<file path="config.mk">
export PLATFORM = sky130hd
export DESIGN_NAME = q_bank_readout
export DESIGN_NICKNAME = d
export VERILOG_FILES = /design/src/rtl/q_bank_readout.sv
export SDC_FILE = /design/constraint.sdc
export NUM_CORES = 1
export LEC_CHECK = 0
export CORE_MARGIN = 4
export CORE_UTILIZATION = 40
export CTS_CLUSTER_DIAMETER = 150
export DETAILED_ROUTE_END_ITERATION = 6
export PLACE_DENSITY = 0.75
export SYNTH_ARGS = -nofsm -noshare
export SYNTH_HDL_FRONTEND = slang
export SYNTH_SLANG_ARGS = --single-unit
</file>
<file path="constraint.sdc">
create_clock -name clk -period 8.3 [get_ports clk]
set_input_delay 2.49 -clock clk [delete_from_list [all_inputs] [get_ports clk]]
set_output_delay 2.49 -clock clk [all_outputs]
set_load 0.05 [all_outputs]
</file>
<file path="src/rtl/q_bank_readout.sv">
`default_nettype none
// ============================================================================
// Module   : q_bank_readout
// Brief    : Snapshots the Q or Q2 stabilizer bank and streams it row by row
//            over a valid/ready port, optionally dropping identity rows.
// Revision : 1.0  initial release
// ============================================================================
module q_bank_readout #(
   parameter  int NUM_QUBIT  = 4,
   localparam int MAX_VECTOR = 2**NUM_QUBIT
) (
   input  logic                   clk,
   input  logic                   rst_new,
   input  logic                   start,
   input  logic                   select_q2,
   input  logic                   skip_identity,
   input  logic [1:0]             reg_literals_Q  [0:MAX_VECTOR-1][0:NUM_QUBIT-1],
   input  logic                   reg_phase_Q     [0:MAX_VECTOR-1],
   input  logic [1:0]             reg_literals_Q2 [0:MAX_VECTOR-1][0:NUM_QUBIT-1],
   input  logic                   reg_phase_Q2    [0:MAX_VECTOR-1],
   input  logic                   out_ready,
   output logic                   out_valid,
   output logic [NUM_QUBIT-1:0]   out_index,
   output logic [2*NUM_QUBIT-1:0] out_literals,
   output logic                   out_phase,
   output logic                   out_last,
   output logic [NUM_QUBIT:0]     out_count,
   output logic                   busy,
   output logic                   done
);

   localparam logic [1:0] c_IDLE = 2'd0;
   localparam logic [1:0] c_SEND = 2'd1;
   localparam logic [1:0] c_DONE = 2'd2;

   logic [1:0]             r_state;
   logic [1:0]             w_next;

   logic [2*NUM_QUBIT-1:0] r_snap_lit [MAX_VECTOR];
   logic                   r_snap_ph  [MAX_VECTOR];
   logic                   r_skip;

   logic [2*NUM_QUBIT-1:0] w_bank_lit [MAX_VECTOR];
   logic                   w_bank_ph  [MAX_VECTOR];
   logic [2*NUM_QUBIT-1:0] w_src_lit  [MAX_VECTOR];
   logic                   w_src_ph   [MAX_VECTOR];
   logic                   w_src_skip;
   logic [MAX_VECTOR-1:0]  w_qual;
   logic [NUM_QUBIT:0]     w_from;
   logic [NUM_QUBIT-1:0]   w_first;
   logic                   w_found;
   logic                   w_more;
   logic                   w_idle;
   logic                   w_hs;

   assign w_idle = (r_state == c_IDLE);
   assign w_hs   = out_valid && out_ready;

   always_comb begin
      for (int i = 0; i < MAX_VECTOR; i++) begin
         w_bank_lit[i] = '0;
         for (int j = 0; j < NUM_QUBIT; j++) begin
            w_bank_lit[i][2*j +: 2] = select_q2 ? reg_literals_Q2[i][j] : reg_literals_Q[i][j];
         end
         w_bank_ph[i] = select_q2 ? reg_phase_Q2[i] : reg_phase_Q[i];
      end
   end

   // In IDLE the search looks at the live bank so the first row is ready the
   // cycle after start; afterwards it only ever sees the snapshot.
   always_comb begin
      w_src_skip = w_idle ? skip_identity : r_skip;
      w_qual     = '0;
      for (int i = 0; i < MAX_VECTOR; i++) begin
         w_src_lit[i] = w_idle ? w_bank_lit[i] : r_snap_lit[i];
         w_src_ph[i]  = w_idle ? w_bank_ph[i]  : r_snap_ph[i];
         w_qual[i]    = !w_src_skip || (w_src_lit[i] != '0) || w_src_ph[i];
      end
   end

   assign w_from = w_idle ? '0 : ({1'b0, out_index} + (NUM_QUBIT+1)'(1));

   always_comb begin
      w_first = '0;
      w_found = 1'b0;
      w_more  = 1'b0;
      for (int i = 0; i < MAX_VECTOR; i++) begin
         if (w_qual[i] && ((NUM_QUBIT+1)'(i) >= w_from)) begin
            if (w_found) begin
               w_more = 1'b1;
            end else begin
               w_first = NUM_QUBIT'(i);
               w_found = 1'b1;
            end
         end
      end
   end

   always_ff @(posedge clk) begin
      if (rst_new) r_state <= c_IDLE;
      else         r_state <= w_next;
   end

   always_comb begin
      w_next = r_state;
      case (r_state)
         c_IDLE:  if (start) w_next = w_found ? c_SEND : c_DONE;
         c_SEND:  if (w_hs && out_last) w_next = c_DONE;
         c_DONE:  w_next = c_IDLE;
         default: w_next = c_IDLE;
      endcase
   end

   always_comb begin
      out_valid = (r_state == c_SEND);
      busy      = (r_state == c_SEND) || (r_state == c_DONE);
      done      = (r_state == c_DONE);
   end

   always_ff @(posedge clk) begin
      if (rst_new) begin
         for (int i = 0; i < MAX_VECTOR; i++) begin
            r_snap_lit[i] <= '0;
            r_snap_ph[i]  <= 1'b0;
         end
         r_skip       <= 1'b0;
         out_index    <= '0;
         out_literals <= '0;
         out_phase    <= 1'b0;
         out_last     <= 1'b0;
         out_count    <= '0;
      end else if (w_idle && start) begin
         for (int i = 0; i < MAX_VECTOR; i++) begin
            r_snap_lit[i] <= w_bank_lit[i];
            r_snap_ph[i]  <= w_bank_ph[i];
         end
         r_skip       <= skip_identity;
         out_count    <= '0;
         out_index    <= w_first;
         out_literals <= w_src_lit[w_first];
         out_phase    <= w_src_ph[w_first];
         out_last     <= !w_more;
      end else if (w_hs) begin
         out_count <= out_count + (NUM_QUBIT+1)'(1);
         if (!out_last) begin
            out_index    <= w_first;
            out_literals <= w_src_lit[w_first];
            out_phase    <= w_src_ph[w_first];
            out_last     <= !w_more;
         end
      end
   end

endmodule
`default_nettype wire

</file>
==> metrics.cfg, run 1 <==
[yosys]
syn_inst = 1254
synth_area_sq_um = 12000
yosysMostFrequentCell = nor2_1
synth-async-reset-ratio_pct = 0
synth-main-ff-cell = edfxtp_1
yosys-top-cells-count = nor2_1, mux2i_1, edfxtp_1
ys_warn_count = 0
synthDistinctLibCells = 84
synth_top_area_share_pct = 36.1
ys_seq_area_share_pct = 39.7
synth_area_leaders = edfxtp_1, mux2i_1, nor2_1, o211ai_1, mux2_2
ys_ff_latch = 166
synth_edf_count = 144
syn_avg_cell_area_sq_um = 9.56
synth_largest_area_cell = edfxtp_1
synthesis.nets = 1553

[drt]
routedWlPerCell_microns = 21.4
dr.pass1.iters = 6
dr.first_iter.drc_count = 1231
drc_errors = 0
viasPerCell = 5.79
drt-total-wl_mm = 40.9
ant_nets = 0
vias = 11100

[timing]
report.final.slew_viol_count = 0
rsz0062_at_grt = false
timing.final.crit_period_ns = 7.10
skew_ns = 0.0113
slew_headroom_pct = 34.2
finalCritPeriodShare_pct = 85.6
worstMarginPinSlew_ns = 0.987
fmax_ghz = 0.141
holdWs_ns = 0.481
finalHoldViolCount = 0
setup_viol = 0
finalSetupTns_ns = 0

[final_layout]
fin_nets = 1807
final_layout_size_suffix_gt1_share_pct = 7.96
insertedDiodeCount = 0
final_util_pct = 53.8
area_growth_pct = 33.0

[setup_path]
crit_path_max_fanout = 49
critical_path_required_ns = 8.62
worst-setup-path-type = in2reg
reg2reg_depth = 14
end_kind = flop
cp-start-kind = input port
arrival_ns = 7.42

[global_routing]
antenna_found_initial = 1
globalRouteTotalUtil_pct = 23.9
grt_start_max_net_pins = 116
grt_pass1_wl_mm = 62.4
gr-total-overflow = 0
grt_pass1_vias = 10900

[place]
globalplace.congestion = 0.951
hpwl_mm = 31.2
io_buffers = 315

[clocking]
htreeDepth = 4
cts_hold_buf = 0
post_cts_buffers = 0
insertion_delay_ns = 0.45
cts_sinks = 166
clk_pin_slew_ns = 0.07
clock_path_buffers = 2
clock-root-buffer = clkbuf_16
cts_resized = 0
numCtsBuffers = 17
cts_tree = built

[power]
pwr-share-comb_pct = 36.2
p_switching_uw = 1050
intPower_uw = 1840
powerDensity_nw_per_um2 = 181
power_leakage_uw = 0.00610
p_clk_share_pct = 27.0
seqPwrFrac_pct = 36.7
ir_drop_mv = 0.128
swShare_pct = 36.3

[floorplanning]
dieArea_sq_um = 32800
die_width_microns = 181
initial_core_util_pct = 40.5
rows = 63
core-area_sq_um = 29600
dieHeight_microns = 181
io_pins = 316

[hold_path]
whs_path_depth = 2
hold_path_class = reg2reg

[job]
max-cap-violations = 0

[outcome]
status = complete, no violations

[layer usage]
metal  vias up  global-route usage (%)  part of all wire (%)  wire length, microns
li1       5267                       -                     -                     -
met1      5190                    31.3                    42                 17200
met2       524                    39.2                    47                 19400
met3        78                    5.17                   7.6                  3120
met4         2                    8.02                   3.1                  1280
met5         -                       0                 0.017                     7
[path summary, 6_finish.rpt]
path	startpoint	endpoint	slack [ns]
setup reg to reg	r_state[0]	out_literals[1]	2.20
hold / removal	r_skip	r_skip	0.48
hold reg to reg	r_skip	r_skip	0.48
setup / recovery	select_q2	out_literals[1]	1.20
[per-stage QoR]
step | total power (uW) | cells | worst slack [ns] | instance area (sq um)
detailed placement | 2110 | 1879 | 0.914 | 15400
floorplan | 1730 | 1254 | 1.44 | 12000
CTS | 2890 | 1911 | 1.31 | 15900
finish | 2880 | 1911 | 1.20 | 15900
global placement | 2100 | 1879 | 0.993 | 15400
global route | 3020 | 1911 | 0.754 | 15900
[worst max-delay path: stages]
cell and delay (ns):
buf_6 0.46, buf_4 0.53, mux2i_1 0.28, a21o_1 0.17, nor4bb_1 0.53, a31oi_1 0.22
o21bai_1 0.32, nor4_1 0.70, a22oi_1 0.32, nor2_2 0.47, buf_12 0.23, nor3_1 0.06
a2111oi_1 0.45, o211ai_1 0.16
[cells by family (layout without fill, tap and decap cells)]
logic type               Yosys count  in the layout  share of synthesized area [%]
adder cells (fa/ha/maj)            9              9                          0.856
multiplexers                     206            206                           17.6
buffers and inverters            114            381                           4.71
XOR/XNOR                           5              5                          0.365
AND/OR/NAND/NOR                  446            446                           17.8
AO/OA/AOI/OAI                    308            308                           18.9
flip-flops                       166            166                           39.7
[cells in the final DEF, fill, tap and decap left out, drive strengths merged, types with 9 or more instances in the layout]
| master | count |
|---|---|
| clkdlybuf4s50 | 313 |
| nor2 | 225 |
| mux2i | 163 |
| edfxtp | 144 |
| a21oi | 85 |
| o211ai | 81 |
| nor2b | 45 |
| mux2 | 43 |
| nand2 | 40 |
| a21o | 39 |
| nand3 | 30 |
| nand4 | 29 |
| buf | 26 |
| dfxtp | 22 |
| nor3 | 21 |
| clkbuf | 18 |
| inv | 17 |
| o21ai | 15 |
| or4 | 13 |
| o2111ai | 11 |
| or3 | 11 |
| a41oi | 10 |
| a2111oi | 9 |
[state kept, by name, summed over array words and instances, names as in the netlist]
register,cells
out_count,5
out_index,4
r_snap_lit,128
r_skip,1
out_literals,8
out_last,1
out_phase,1
r_snap_ph,16
r_state,2
[power by group through the flow]
stage	clock, uW	sequential, uW	combinational [uW]
CTS	789	1060	1040
global placement	0	1070	1030
finish	780	1060	1040
global route	825	1070	1130
floorplan	0	1110	617
detailed placement	0	1080	1030
[area by class of cell]
type | instances | area (sq um)
fill | 2711 | 13700
multi-input combinational | 974 | 6700
sequential | 166 | 4760
timing repair buffer | 339 | 3390
tap | 390 | 488
clock buffer | 18 | 429
clock inverter | 14 | 134
inverter | 10 | 37.5
Note: power is estimated with default switching activity, not from simulation.
==> run 2: changes to the inputs <==
Settings changed: ABC_AREA set to 1, GPL_TIMING_DRIVEN set to 0.
==> metrics.cfg, run 2 <==
[outcome]
status = complete, no violations

[final_layout]
regMostFlops = r_snap_lit
layout_common_cells = nand2_1, clkdlybuf4s50_1, nand3_1
instances_no_fill = 2385  ; +25%
largest_reg_flops = 128  ; unchanged
layout_commonest_cell = nand2_1
final_layout_size_suffix_gt1_share_pct = 8.52  ; +0.57 points
insertedDiodeCount = 0  ; unchanged
fin_area_sq_um = 16400  ; +2.9%
area_growth_pct = 34.7
reg_top3 = r_snap_lit: 128 flops, r_snap_ph: 16 flops, out_literals: 8 flops
fin_nets = 2281  ; +26%

[power]
p_clk_share_pct = 14.3  ; -13 points
p_switching_uw = 2940  ; +180%
power_leakage_uw = 0.00704  ; +15%
swShare_pct = 52.0  ; +16 points
powerDensity_nw_per_um2 = 345  ; +91%
ir_drop_mv = 0.218  ; +70%
power.total_uw = 5660  ; +96%
seqPwrFrac_pct = 21.4  ; -15 points
intPower_uw = 2720  ; +48%
pwr-share-comb_pct = 64.3  ; +28 points

[place]
hpwl_mm = 38.2  ; +22%
post-place-cells = 2353  ; +25%
globalplace.congestion = 0.965  ; +1.5%
placed_area_sq_um = 15800  ; +3.0%
io_buffers = 314  ; -0.32%

[clocking]
insertion_delay_ns = 0.45  ; about the same
cts_resized = 0  ; unchanged
post_cts_buffers = 0  ; unchanged
cts_tree = built
htreeDepth = 4  ; unchanged
cts_hold_buf = 0  ; unchanged
clock-root-buffer = clkbuf_16
cts_sinks = 166  ; unchanged
clk_pin_slew_ns = 0.07  ; about the same
numCtsBuffers = 17  ; unchanged
clock_path_buffers = 2  ; unchanged

[setup_path]
crit_start = select_q2
cp-start-kind = input port
reg2reg_depth = 21  ; +7
r2r_start = r_state[0]
crit_buf_inv = 8  ; +5
crit_chain = clkdlybuf4s50_1 > buf_6 > buf_6 > buf_6 > buf_6 > mux2i_1 > o21ai_1 > nor4_1 > nand3_1 > nand2_1 > inv_2 > nor2_8 > nand3_4 > nand2_4 > buf_2 > nand2_1 > nand3_1 > nand3_1 > nand3_1 > nand3_1 > nand2_1 > inv_1
arrival_ns = 6.77  ; -0.65 ns
cpMostUsedCell = nand3_1
worst-setup-path-type = in2reg
cp_top_family = simple AND/OR/NAND/NOR gates
critPathSlowestCell = clkdlybuf4s50_1
crit_path_max_fanout = 10  ; -80%
r2r_slack_ns = 3.66  ; +1.46 ns
cp_num_cells = 22  ; +8
critPathCapture = out_literals[3]
critPathMaxStageDelay_ns = 0.54  ; -0.16 ns
critical_path_required_ns = 8.64  ; +0.02 ns
end_kind = flop
rr_endpoint = out_literals[3]

[floorplanning]
core-area_sq_um = 29800  ; +0.53%
dieHeight_microns = 182  ; +0.73%
io_pins = 316  ; unchanged
die_width_microns = 182  ; +0.73%
initial_core_util_pct = 40.9  ; +0.40 points
dieArea_sq_um = 33300  ; +1.5%
rows = 63  ; unchanged

[global_routing]
grt_pass1_vias = 12400  ; +13%
antenna_found_initial = 0  ; -1
grt_start_max_net_pins = 100  ; -14%
globalRouteTotalUtil_pct = 27.8  ; +3.9 points
gr-total-overflow = 0  ; unchanged
grt_pass1_wl_mm = 71.7  ; +15%

[timing]
report.final.slew_viol_count = 0  ; unchanged
finalCritPeriodShare_pct = 77.4  ; -8.2 points
holdWs_ns = 0.495  ; +0.0139 ns
finalHoldViolCount = 0  ; unchanged
timing.final.crit_period_ns = 6.43  ; -0.680 ns
setup_viol = 0  ; unchanged
worstMarginPinSlew_ns = 0.950  ; -0.0371 ns
fmax_ghz = 0.156  ; +11%
skew_ns = 0.0174  ; +0.00610 ns
rsz0062_at_grt = false
slew_headroom_pct = 36.6  ; +2.5 points
finalSetupTns_ns = 0  ; unchanged

[yosys]
yosys-top-cells-count = nand2_1, nand3_1, nor2_1
synth-main-ff-cell = edfxtp_1
ys_seq_area_share_pct = 39.1  ; -0.60 points
synthDistinctLibCells = 47  ; -44%
ys_ff_latch = 166  ; unchanged
synth_edf_count = 144  ; unchanged
synth_top_area_share_pct = 35.5  ; -0.54 points
ys_warn_count = 0  ; unchanged
syn_inst = 1648  ; +31%
yosysMostFrequentCell = nand2_1
synth_largest_area_cell = edfxtp_1
synth_area_sq_um = 12200  ; +1.5%
synth-async-reset-ratio_pct = 0  ; unchanged
synthesis.nets = 1947  ; +25%
synth_area_leaders = edfxtp_1, nand2_1, nand3_1, mux2i_1, nor2_1
syn_avg_cell_area_sq_um = 7.39  ; -23%

[drt]
ant_nets = 0  ; unchanged
dr.pass1.iters = 6  ; unchanged
routedWlPerCell_microns = 19.9  ; -7.0%
vias = 13000  ; +17%
viasPerCell = 5.43  ; -6.1%
drt-total-wl_mm = 47.5  ; +16%
dr.first_iter.drc_count = 1340  ; +8.9%
drc_errors = 0  ; unchanged

[hold_path]
whs_path_depth = 2  ; unchanged
hold_path_class = reg2reg

[job]
max-cap-violations = 0  ; unchanged

[run 2: cell types whose count changed after synthesis, sizes merged, moves of 52 or more]
cell    change
mux2i      -90
o21ai     +144
o211ai     -81
or2        +52
inv        +91
nand3     +234
nand2     +393
[run 2: per-layer routing]
metal  part of all wire (%)  wire [microns]  global-route usage [%]  up-vias
met5                      0               0                       0        -
met4                    2.0             958                    6.33        0
met3                    7.7            3680                    4.50       63
met2                     47           22200                    45.3      609
met1                     44           20700                    39.1     6063
li1                       -               -                       -     6224
[run 2: cell type report]
type / instances / area [sq um]
inverter: 101 / 384
buffer: 107 / 708
sequential: 166 / 4760
clock inverter: 15 / 140
tap: 390 / 488
multi-input combinational: 1274 / 6320
fill: 2901 / 13400
clock buffer: 17 / 425
timing repair buffer: 315 / 3170
[run 2: cells by family (layout without fill, tap and decap cells)]
group | count (synthesis) | in the layout | synth area share, %
AND/OR/NAND/NOR | 971 | 971 | 35.5
AO/OA/AOI/OAI | 224 | 224 | 9.80
buffers and inverters | 208 | 555 | 8.93
flip-flops | 166 | 166 | 39.1
multiplexers | 73 | 73 | 6.00
adder cells (fa/ha/maj) | 5 | 5 | 0.514
XOR/XNOR | 1 | 1 | 0.0720
[run 2: how the worst min path moves through the flow]
stage,from,endpoint
after floorplan,r_state[1],r_state[1]
after global placement,r_state[1],r_state[1]
after detailed placement,r_state[1],r_state[1]
after CTS,r_state[1],r_state[1]
after global routing,r_state[1],r_state[1]
final,r_state[1],r_state[1]
[run 2: power groups by stage]
stage / logic [uW] / clock network, uW / registers, uW
after floorplan: 2240 / 0 / 1300
after global placement: 3530 / 0 / 1250
after detailed placement: 3560 / 0 / 1230
after CTS: 3570 / 807 / 1210
after global routing: 3960 / 844 / 1230
final: 3640 / 808 / 1210
[run 2: stage by stage]
step	utilization, %	setup slack (ns)
3_5_place_dp	53.1	1.52
6_report	55.0	1.87
2_1_floorplan	-	2.18
3_3_place_gp	53.0	0.302
5_1_grt	55.0	1.58
4_1_cts	55.0	1.97
[run 2: worst register-to-register path: cells and delay by family (launching register included)]
kind | cells | cell delay (ns)
AND/OR/NAND/NOR | 13 | 2.20
buffers and inverters | 6 | 1.17
AO/OA/AOI/OAI | 1 | 0.56
flip-flops | 1 | 0.36
adder cells (fa/ha/maj) | 1 | 0.24
